`src/rtl/vga_pkg.sv`:
```
// ============================================================================
// Package : vga_pkg
// Shared types and constants for the VGA digit display path.
// Rev     : 1.0
// ============================================================================
`default_nettype none

package vga_pkg;

    typedef enum logic [1:0] {
        IDLE    = 2'd0,
        PENDING = 2'd1,
        SHOW    = 2'd2
    } frame_state_t;

    localparam logic [3:0] OPTIONS_DEFAULT = 4'd10;
    localparam logic [3:0] INSTR_TXT       = 4'd0;

    // 640x480 @ 60 Hz timing, shared with vga_driver
    localparam int unsigned H_VISIBLE = 640;
    localparam int unsigned H_FRONT   = 16;
    localparam int unsigned H_SYNC    = 96;
    localparam int unsigned H_BACK    = 48;
    localparam int unsigned H_TOTAL   = 800;
    localparam int unsigned V_VISIBLE = 480;
    localparam int unsigned V_FRONT   = 10;
    localparam int unsigned V_SYNC    = 2;
    localparam int unsigned V_BACK    = 33;
    localparam int unsigned V_TOTAL   = 525;

endpackage

`default_nettype wire

```
`src/rtl/frame_lfsr5.sv`:
```
// ============================================================================
// Module : frame_lfsr5
// Free-running 5-bit LFSR plus caption index mapping with repeat avoidance.
// Rev    : 1.0
// ============================================================================
`default_nettype none

module frame_lfsr5 import vga_pkg::*; #(
    parameter logic [3:0] OPTIONS   = OPTIONS_DEFAULT,
    parameter logic [4:0] LFSR_SEED = 5'd3
) (
    input  logic       pixClk,
    input  logic       resetN,
    input  logic [3:0] curSel,
    output logic [3:0] nextSel
);

    logic [4:0] lfsr_q;
    logic [4:0] lfsr_d;
    logic [3:0] mapped;

    always_comb begin
        lfsr_d = {lfsr_q[3:0], lfsr_q[4] ^ lfsr_q[1]};
    end

    always_ff @(posedge pixClk or negedge resetN) begin
        if (!resetN) begin
            lfsr_q <= LFSR_SEED;
        end else begin
            lfsr_q <= lfsr_d;
        end
    end

    // Fold the raw nibble into 1..OPTIONS-1, then step past the current caption
    always_comb begin
        mapped = lfsr_q[3:0];
        if (lfsr_q[3:0] == 4'd0) begin
            mapped = 4'd1;
        end else if (lfsr_q[3:0] >= OPTIONS) begin
            mapped = lfsr_q[3:0] - (OPTIONS - 4'd1);
        end

        nextSel = mapped;
        if (mapped == curSel) begin
            nextSel = (curSel >= (OPTIONS - 4'd1)) ? 4'd1 : curSel + 4'd1;
        end
    end

endmodule

`default_nettype wire

```
`src/rtl/vga_frame_ctrl.sv`:
```
// ============================================================================
// Module : vga_frame_ctrl
// Commits handshaked digits and fresh captions only at vertical sync start.
// Rev    : 1.0
// ============================================================================
`default_nettype none

module vga_frame_ctrl import vga_pkg::*; #(
    parameter logic [3:0]  OPTIONS     = OPTIONS_DEFAULT,
    parameter logic [7:0]  HOLD_FRAMES = 8'd30,
    parameter logic [11:0] IDLE_FRAMES = 12'd1800,
    parameter logic [4:0]  LFSR_SEED   = 5'd3
) (
    input  logic       pixClk,
    input  logic       resetN,
    input  logic       vSync,
    input  logic [3:0] digitIn,
    input  logic       digitValid,
    output logic       digitReady,
    output logic [3:0] digit,
    output logic       digitEn,
    output logic [3:0] txtSelect,
    output logic       commit,
    output logic       digitErr
);

    frame_state_t state_q, state_d;
    logic [3:0]   pendDigit_q, pendDigit_d;
    logic [3:0]   digit_q, digit_d;
    logic         digitEn_q, digitEn_d;
    logic [3:0]   txtSelect_q, txtSelect_d;
    logic         commit_q, commit_d;
    logic         digitErr_q, digitErr_d;
    logic [7:0]   holdCnt_q, holdCnt_d;
    logic [11:0]  idleCnt_q, idleCnt_d;
    logic         vSync_q;
    logic         fe_q;

    logic         xfer;
    logic         badDigit;
    logic         timeout;
    logic [3:0]   nextSel;

    frame_lfsr5 #(
        .OPTIONS   (OPTIONS),
        .LFSR_SEED (LFSR_SEED)
    ) u_lfsr (
        .pixClk  (pixClk),
        .resetN  (resetN),
        .curSel  (txtSelect_q),
        .nextSel (nextSel)
    );

    assign digitReady = resetN & ((state_q == IDLE) |
                                  ((state_q == SHOW) & (holdCnt_q >= HOLD_FRAMES)));
    assign xfer       = digitValid & digitReady;
    assign badDigit   = (digitIn > 4'd9);
    assign timeout    = (IDLE_FRAMES != 12'd0) &&
                        (({1'b0, idleCnt_q} + 13'd1) == {1'b0, IDLE_FRAMES});

    always_comb begin
        state_d     = state_q;
        pendDigit_d = pendDigit_q;
        digit_d     = digit_q;
        digitEn_d   = digitEn_q;
        txtSelect_d = txtSelect_q;
        holdCnt_d   = holdCnt_q;
        idleCnt_d   = idleCnt_q;
        commit_d    = 1'b0;
        digitErr_d  = xfer & badDigit;

        case (state_q)
            IDLE: begin
                if (xfer && !badDigit) begin
                    pendDigit_d = digitIn;
                    state_d     = PENDING;
                end
            end
            PENDING: begin
                if (fe_q) begin
                    digit_d     = pendDigit_q;
                    digitEn_d   = 1'b1;
                    txtSelect_d = nextSel;
                    holdCnt_d   = 8'd0;
                    idleCnt_d   = 12'd0;
                    commit_d    = 1'b1;
                    state_d     = SHOW;
                end
            end
            SHOW: begin
                // A fresh digit takes precedence over this frame's bookkeeping
                if (xfer && !badDigit) begin
                    pendDigit_d = digitIn;
                    state_d     = PENDING;
                end else if (fe_q) begin
                    holdCnt_d = (holdCnt_q == 8'hFF)   ? holdCnt_q : holdCnt_q + 8'd1;
                    idleCnt_d = (idleCnt_q == 12'hFFF) ? idleCnt_q : idleCnt_q + 12'd1;
                    if (timeout) begin
                        digitEn_d   = 1'b0;
                        txtSelect_d = INSTR_TXT;
                        state_d     = IDLE;
                    end
                end
            end
            default: begin
                state_d = IDLE;
            end
        endcase
    end

    always_ff @(posedge pixClk or negedge resetN) begin
        if (!resetN) begin
            state_q     <= IDLE;
            pendDigit_q <= 4'd0;
            digit_q     <= 4'd0;
            digitEn_q   <= 1'b0;
            txtSelect_q <= INSTR_TXT;
            commit_q    <= 1'b0;
            digitErr_q  <= 1'b0;
            holdCnt_q   <= 8'd0;
            idleCnt_q   <= 12'd0;
            vSync_q     <= 1'b1;
            fe_q        <= 1'b0;
        end else begin
            state_q     <= state_d;
            pendDigit_q <= pendDigit_d;
            digit_q     <= digit_d;
            digitEn_q   <= digitEn_d;
            txtSelect_q <= txtSelect_d;
            commit_q    <= commit_d;
            digitErr_q  <= digitErr_d;
            holdCnt_q   <= holdCnt_d;
            idleCnt_q   <= idleCnt_d;
            vSync_q     <= vSync;
            fe_q        <= vSync_q & ~vSync;
        end
    end

    assign digit     = digit_q;
    assign digitEn   = digitEn_q;
    assign txtSelect = txtSelect_q;
    assign commit    = commit_q;
    assign digitErr  = digitErr_q;

endmodule

`default_nettype wire

```
`config.mk`:
```
export PLATFORM = sky130hd
export DESIGN_NAME = vga_frame_ctrl
export DESIGN_NICKNAME = d
export VERILOG_FILES = /design/src/rtl/vga_pkg.sv /design/src/rtl/frame_lfsr5.sv /design/src/rtl/vga_frame_ctrl.sv
export SDC_FILE = /design/constraint.sdc
export NUM_CORES = 1
export LEC_CHECK = 0
export BUFFER_PORTS_ARGS = -buffer_cell sky130_fd_sc_hd__buf_2
export CAP_MARGIN = 40
export CORE_MARGIN = 1.5
export CORE_UTILIZATION = 58
export CTS_CLUSTER_DIAMETER = 120
export DETAILED_ROUTE_END_ITERATION = 10
export GPL_TIMING_DRIVEN = 0
export HOLD_SLACK_MARGIN = 0.05
export PLACE_DENSITY = 0.87
export SLEW_MARGIN = 20
export SYNTH_ARGS = -nofsm -noshare
export SYNTH_HDL_FRONTEND = slang
export SYNTH_HIERARCHICAL = 1
export SYNTH_SLANG_ARGS = --single-unit
```
`constraint.sdc`:
```
create_clock -name pixClk -period 2.8 [get_ports pixClk]
set_input_delay 0.14 -clock pixClk [delete_from_list [all_inputs] [get_ports pixClk]]
set_output_delay 0.14 -clock pixClk [all_outputs]
set_load 0.02 [all_outputs]
```
* Word level (Yosys, flattened, before mapping)
Cells that the tools add are included.
** Cells by class
- Add/subtract/negate cells :: 5
- Magnitude comparators :: 4
- Equality and inequality tests :: 15
- Mux-type cells :: 32
- Bitwise gates (word level) :: 8
- Reductions and logical operators :: 12
** Operators with widths (number)
- $mux 12 :: 4
- $mux 4 :: 8
- $mux 8 :: 4
- $pmux 12 s2 :: 1
- $pmux 8 s2 :: 1
- $reduce_and 5->1 :: 3
- $add 12x1->13 const B :: 1
- $eq 13x11->1 const B :: 1
- $add 12x1->12 const B :: 1
- $eq 12x12->1 const B :: 1
- $ne 2x2->1 const B :: 6
- $mux 2 :: 5
- $add 8x1->8 const B :: 1
- $eq 8x8->1 const B :: 1
- $ge 4x4->1 const B :: 2
- $ge 8x5->1 const B :: 1
- $pmux 4 s2 :: 1
- $mux 1 :: 6
- $ne 3x2->1 const B :: 2
- $pmux 2 s3 :: 1
- $and 1x1->1 :: 5
- $add 4x1->4 const B :: 1
- $eq 4x4->1 :: 1
- $gt 4x4->1 const B :: 1
- 16 further kinds :: 17
** Word-level totals
- Register bits after elaboration :: 44
- Output and inout bits :: 12

* Depth between registers and ports, before layout
- Depth after elaboration :: 8
- Mapped depth :: 10
- Mapped depth without buffers :: 10

* By module
The synthesis kept the hierarchy.
** By module, submodules not included
- vga_frame_ctrl :: instances 1, cells an instance 245, area each 2237.1 um2, seq. area each 977.2 um2
- frame_lfsr5 :: instances 1, cells an instance 48, area each 466.7 um2, seq. area each 127.6 um2

* Worst setup path after synthesis
No wires, ideal clock.
- Kind :: reg2reg
- From :: register u_lfsr.lfsr_q[0]
- To :: register txtSelect_q[0], in the netlist txtSelect[0]
- Data arrival time :: 2180 ps
- Data required time :: 2664 ps
- Path slack :: 483 ps
- Cell stages (with the launch flop) :: 11
- Cell sequence :: dfstp_2 inv_1 ha_1 nor3_2 nor3b_2 a211oi_2 xnor2_1 nand4_4 mux2i_1 a22oi_1 o21ai_0
** Between the ends
- Cells in the longest elaborated chain, start to end :: 7
- Elaborated cells between the ends (all ways) :: 9
- Classes of those cells :: 1 x add/sub; 1 x order compare; 1 x eq/ne; 5 x mux; 1 x reduce/logical
** Ends and longest elaborated chain
- start, declared :: line frame_lfsr5.sv:18 : logic [4:0] lfsr_q;
- start signal, assigned :: line frame_lfsr5.sv:30 : lfsr_q <= lfsr_d;
- $sub 4x4->4 / $ge 4x4->1 (equally long branches) :: line frame_lfsr5.sv:40, frame_lfsr5.sv:39
- $mux 4 :: line frame_lfsr5.sv:39 : end else if (lfsr_q[3:0] >= OPTIONS) begin
- $mux 4 (*) :: line frame_lfsr5.sv:37 : if (lfsr_q[3:0] == 4'd0) begin
- $eq 4x4->1 :: line frame_lfsr5.sv:44 : if (mapped == curSel) begin
- $mux 4 (*) :: line frame_lfsr5.sv:44
- via nextSel[0] :: line vga_frame_ctrl.sv:42 : logic [3:0] nextSel;
- $mux 4 (*) :: line vga_frame_ctrl.sv:80 : if (fe_q) begin
- $pmux 4 s2 (*) :: line vga_frame_ctrl.sv:72 : case (state_q)
- end signal, assigned :: line vga_frame_ctrl.sv:129 : txtSelect_q <= txtSelect_d;
- end, declared :: line vga_frame_ctrl.sv:31 : logic [3:0] txtSelect_q, txtSelect_d;
The timed path passes the listed nets; every way through them passes the cells marked *. The select of a mux whose other input is x is not followed.
A chain may end at the register's enable or synchronous reset.

* Final worst setup path
- From :: register u_lfsr.lfsr_q[0]
- To :: register txtSelect_q[1], in the netlist txtSelect[1]
The elaborated chain is that of the path after synthesis.

==> impl_metrics.env <==
export IMPL_global_route_wire_length_before_repair_mm=10.6
export IMPL_max_cap_viols=0
export IMPL_edff_count_synth=0
export IMPL_gr_total_overflow=0
export IMPL_hold_slack_ns=0.0857
export IMPL_layout_drive_gt1_share_pct=18.0
export IMPL_highest_signal_layer="met4"
export IMPL_grt_usage_pct=26.0
export IMPL_detail_route_drc_violations=0
export IMPL_timing_critical_path_from_type="register"
export IMPL_nNetsFinal=339
export IMPL_met3_wirelength_um=216
export IMPL_hold_violations=0
export IMPL_cp_end_kind="register"
export IMPL_fraction_of_synthesis_flops_using_an_asynchronous_set_or_reset_pin_pct=100
export IMPL_clock_path_buffers=2
export IMPL_setup_viol=0
export IMPL_synthesis_area_mm2=0.00270
export IMPL_synthesis_area_per_instance_um2=9.23
export IMPL_via_count_of_the_first_global_routing_pass=2310
export IMPL_drtAntennaViolNets=0
export IMPL_regToRegStartpoint="u_lfsr/lfsr_q[0]"
export IMPL_tns_ns=0
export IMPL_drt_wl_total_mm=6.00
export IMPL_cts_buffers=5
export IMPL_timing_final_ws_setup_ns=0.217
export IMPL_worst_endpoint_arrival_ns=2.76
export IMPL_r2r_slack_ns=0.22
export IMPL_worstHoldPathCells=2
export IMPL_cp_data_required_time_ns=2.97
export IMPL_rr_worst_depth=10
export IMPL_timing_worst_setup_path_type="register to register"
export IMPL_placeableCoreArea_mm2=0.00441
export IMPL_gp_congestion=0.953
export IMPL_grt_antenna_before_repair=0
export IMPL_finalMaxSlewViolations=0
export IMPL_worst_hold_path_endpoint="pendDigit_q[2]"
export IMPL_wl_met2_mm=3.02
export IMPL_fmax_ghz=0.387
export IMPL_cts_num_sinks=44
export IMPL_clk_pin_slew_ns=0.09
export IMPL_yosysUniqueCellTypes=59
export IMPL_ys_seq_elements=44
export IMPL_die_width_um=71.3
export IMPL_fp_row_count=24
export IMPL_fin_cells=375
export IMPL_yosysSeqAreaShare_pct=40.9
export IMPL_worstMarginPinSlew_ns=0.557
export IMPL_floorplan_initialDensity_pct=61.3
export IMPL_synth_net_count=310
export IMPL_grt_start_max_net_pins=25
export IMPL_layout_filler_cells=335
export IMPL_dieArea_mm2=0.00508
export IMPL_synthCells=293
export IMPL_finalCritPeriodShare_pct=92.3
export IMPL_leakage_nw=1.31
export IMPL_antenna_diode_count=0
export IMPL_pre_cts_slack_ns=0.211
export IMPL_ctsHtreeMaxLevel=2
export IMPL_min_from="digitIn[2]"
export IMPL_clk_root_buffer_cell="sky130_fd_sc_hd__clkbuf_8"
export IMPL_port_buffer_count=19
export IMPL_fin_crit_ns=2.58
export IMPL_min_delay_path_class="input port to register"
export IMPL_wire_per_inst_um=16.0
export IMPL_m1WireLength_mm=2.64
export IMPL_via_count=2354
export IMPL_drt_iter0_markers=191
export IMPL_numPlacedInstances=365
export IMPL_drt_vias_per_instance=6.28
export IMPL_drt_first_pass_iters=4
export IMPL_power_per_cell_area_mw_per_mm2=786
export IMPL_area_delta_synth_final_pct=11.2
export IMPL_max_slew_margin_vs_limit_pct=62.9
export IMPL_yosysWarningCount=6
export IMPL_postSynth_topFlopCell="sky130_fd_sc_hd__dfrtp_1"
export IMPL_regToRegEndpoint="txtSelect[1]"
export IMPL_die_height_um=71.3
export IMPL_layout_utilization_pct=68.1
export IMPL_hpwl_mm=4.32
export IMPL_cts_tree="built"
export IMPL_crit_path_max_fanout=5
export IMPL_clock_skew_final_ns=0.00599
export IMPL_status="completed"
export IMPL_worstSkewPairLatency_ns=0.30
export IMPL_final_common_cell="sky130_fd_sc_hd__nand2_1"
export IMPL_rsz0062_at_grt="false"
export IMPL_i_o_pin_cnt=20
export IMPL_max_vdd_ir_drop_uv=595
export IMPL_mostFrequentLayoutCells="sky130_fd_sc_hd__nand2_1 (47), sky130_fd_sc_hd__dfrtp_1 (41), sky130_fd_sc_hd__buf_2 (26), sky130_fd_sc_hd__o21ai_0 (18)"
## critical path: stages (launching register included)
cell,delay (ns)
sky130_fd_sc_hd__dfstp_2,0.60
sky130_fd_sc_hd__inv_1,0.11
sky130_fd_sc_hd__ha_1,0.27
sky130_fd_sc_hd__nor3_4,0.26
sky130_fd_sc_hd__nor3b_2,0.08
sky130_fd_sc_hd__a211oi_2,0.29
sky130_fd_sc_hd__xnor2_1,0.21
sky130_fd_sc_hd__nand4_4,0.17
sky130_fd_sc_hd__mux2i_1,0.17
sky130_fd_sc_hd__a22oi_1,0.19
sky130_fd_sc_hd__o21ai_0,0.11
## synth_stat cells (2+ instances only)
library cell                instances  area [µm²]
sky130_fd_sc_hd__inv_1             15        56.3
sky130_fd_sc_hd__a22o_1             3        26.3
sky130_fd_sc_hd__xor2_1             5        43.8
sky130_fd_sc_hd__or3_1              2        12.5
sky130_fd_sc_hd__o2111ai_1          2        17.5
sky130_fd_sc_hd__buf_2              7        35.0
sky130_fd_sc_hd__and3_1             3        18.8
sky130_fd_sc_hd__dfrtp_1           41        1030
sky130_fd_sc_hd__a22oi_1            4        30.0
sky130_fd_sc_hd__nor4_1             5        31.3
sky130_fd_sc_hd__and4_1             3        26.3
sky130_fd_sc_hd__a31oi_1            5        31.3
sky130_fd_sc_hd__mux2_2             4        45.0
sky130_fd_sc_hd__mux2i_1            7        70.1
sky130_fd_sc_hd__nand4_1            3        18.8
sky130_fd_sc_hd__o21ai_0           18        90.1
sky130_fd_sc_hd__a211oi_1           4        30.0
sky130_fd_sc_hd__nor3_1             7        35.0
sky130_fd_sc_hd__ha_1               9         113
sky130_fd_sc_hd__nor2_1            12        45.0
sky130_fd_sc_hd__dfstp_2            3        78.8
sky130_fd_sc_hd__clkbuf_1           5        18.8
sky130_fd_sc_hd__xnor2_1            2        17.5
sky130_fd_sc_hd__a41oi_1            2        17.5
sky130_fd_sc_hd__a221o_1            3        30.0
sky130_fd_sc_hd__nand2b_1           4        25.0
sky130_fd_sc_hd__o31ai_1            3        22.5
sky130_fd_sc_hd__nand4_4            2        42.5
sky130_fd_sc_hd__nand2_1           47         176
sky130_fd_sc_hd__a21oi_1           13        65.1
sky130_fd_sc_hd__nand3_1           15        75.1
sky130_fd_sc_hd__buf_4              4        30.0
sky130_fd_sc_hd__a21o_1             2        15.0
sky130_fd_sc_hd__o22a_1             4        35.0
## power by group
| group | switching [mW] | leakage, nW | total [mW] | internal [mW] |
|---|---|---|---|---|
| Combinational | 0.583 | 0.704 | 0.942 | 0.358 |
| Clock | 0.226 | 0.0445 | 0.403 | 0.177 |
| Sequential | 0.209 | 0.561 | 1.02 | 0.810 |
## metrics by stage
stage	total power, mW	cell area [µm²]
final	2.36	3010
after global routing	2.54	3010
after CTS	2.37	3000
after detailed placement	1.96	2890
after global placement	1.92	2860
after floorplan	1.68	2700
## worst max-delay path by stage
stage                              end              from  cells past startpoint
after floorplan           txtSelect[0]  u_lfsr/lfsr_q[0]                     10
after global placement    txtSelect[2]  u_lfsr/lfsr_q[0]                     10
after detailed placement  txtSelect[1]  u_lfsr/lfsr_q[0]                     10
after CTS                 txtSelect[1]  u_lfsr/lfsr_q[0]                     10
after global routing      txtSelect[1]  u_lfsr/lfsr_q[0]                     10
final                     txtSelect[1]  u_lfsr/lfsr_q[0]                     10
## logic make-up after synthesis
group	share of synthesized area, %
multiplexers	4.26
AND/OR/NAND/NOR	22.9
AO/OA/AOI/OAI	19.8
XOR/XNOR	2.87
adder cells (fa/ha/maj)	4.16
buffers and inverters	5.18
flip-flops	40.9
## area by class of cell
cell class	count	area (µm²)	area share [%]
Clock buffer	5	68.8	2.29
Multi-Input combinational cell	218	1470	48.7
Timing Repair Buffer	22	143	4.74
Tap cell	52	65.1	2.16
Clock inverter	3	21.3	0.707
Inverter	15	56.3	1.87
Sequential cell	44	1100	36.7
Buffer	16	83.8	2.79
## routing by layer
metal	vias to the layer above	track usage (%)
met2	66	42.5
met3	12	4.36
met5	-	0
met1	1144	35.2
li1	1132	-
met4	0	9.43
## flip-flops by register name, indices dropped and copies added (netlist names)
signal / flops
vSync_q: 1
u_lfsr/lfsr_q: 5
txtSelect: 4
fe_q: 1
idleCnt_q: 12
digitEn: 1
state_q: 2
pendDigit_q: 4
commit: 1
digitErr: 1
digit: 4
holdCnt_q: 8
## timing repair
action | CTS | global route
gates resized for setup | 0 | 1
hold endpoints to repair | 21 | 0
hold buffers | 2 | 0
setup endpoints to repair | 0 | 1
buffers inserted | 0 | 0
No activity file was read; power rests on OpenSTA's default activity.
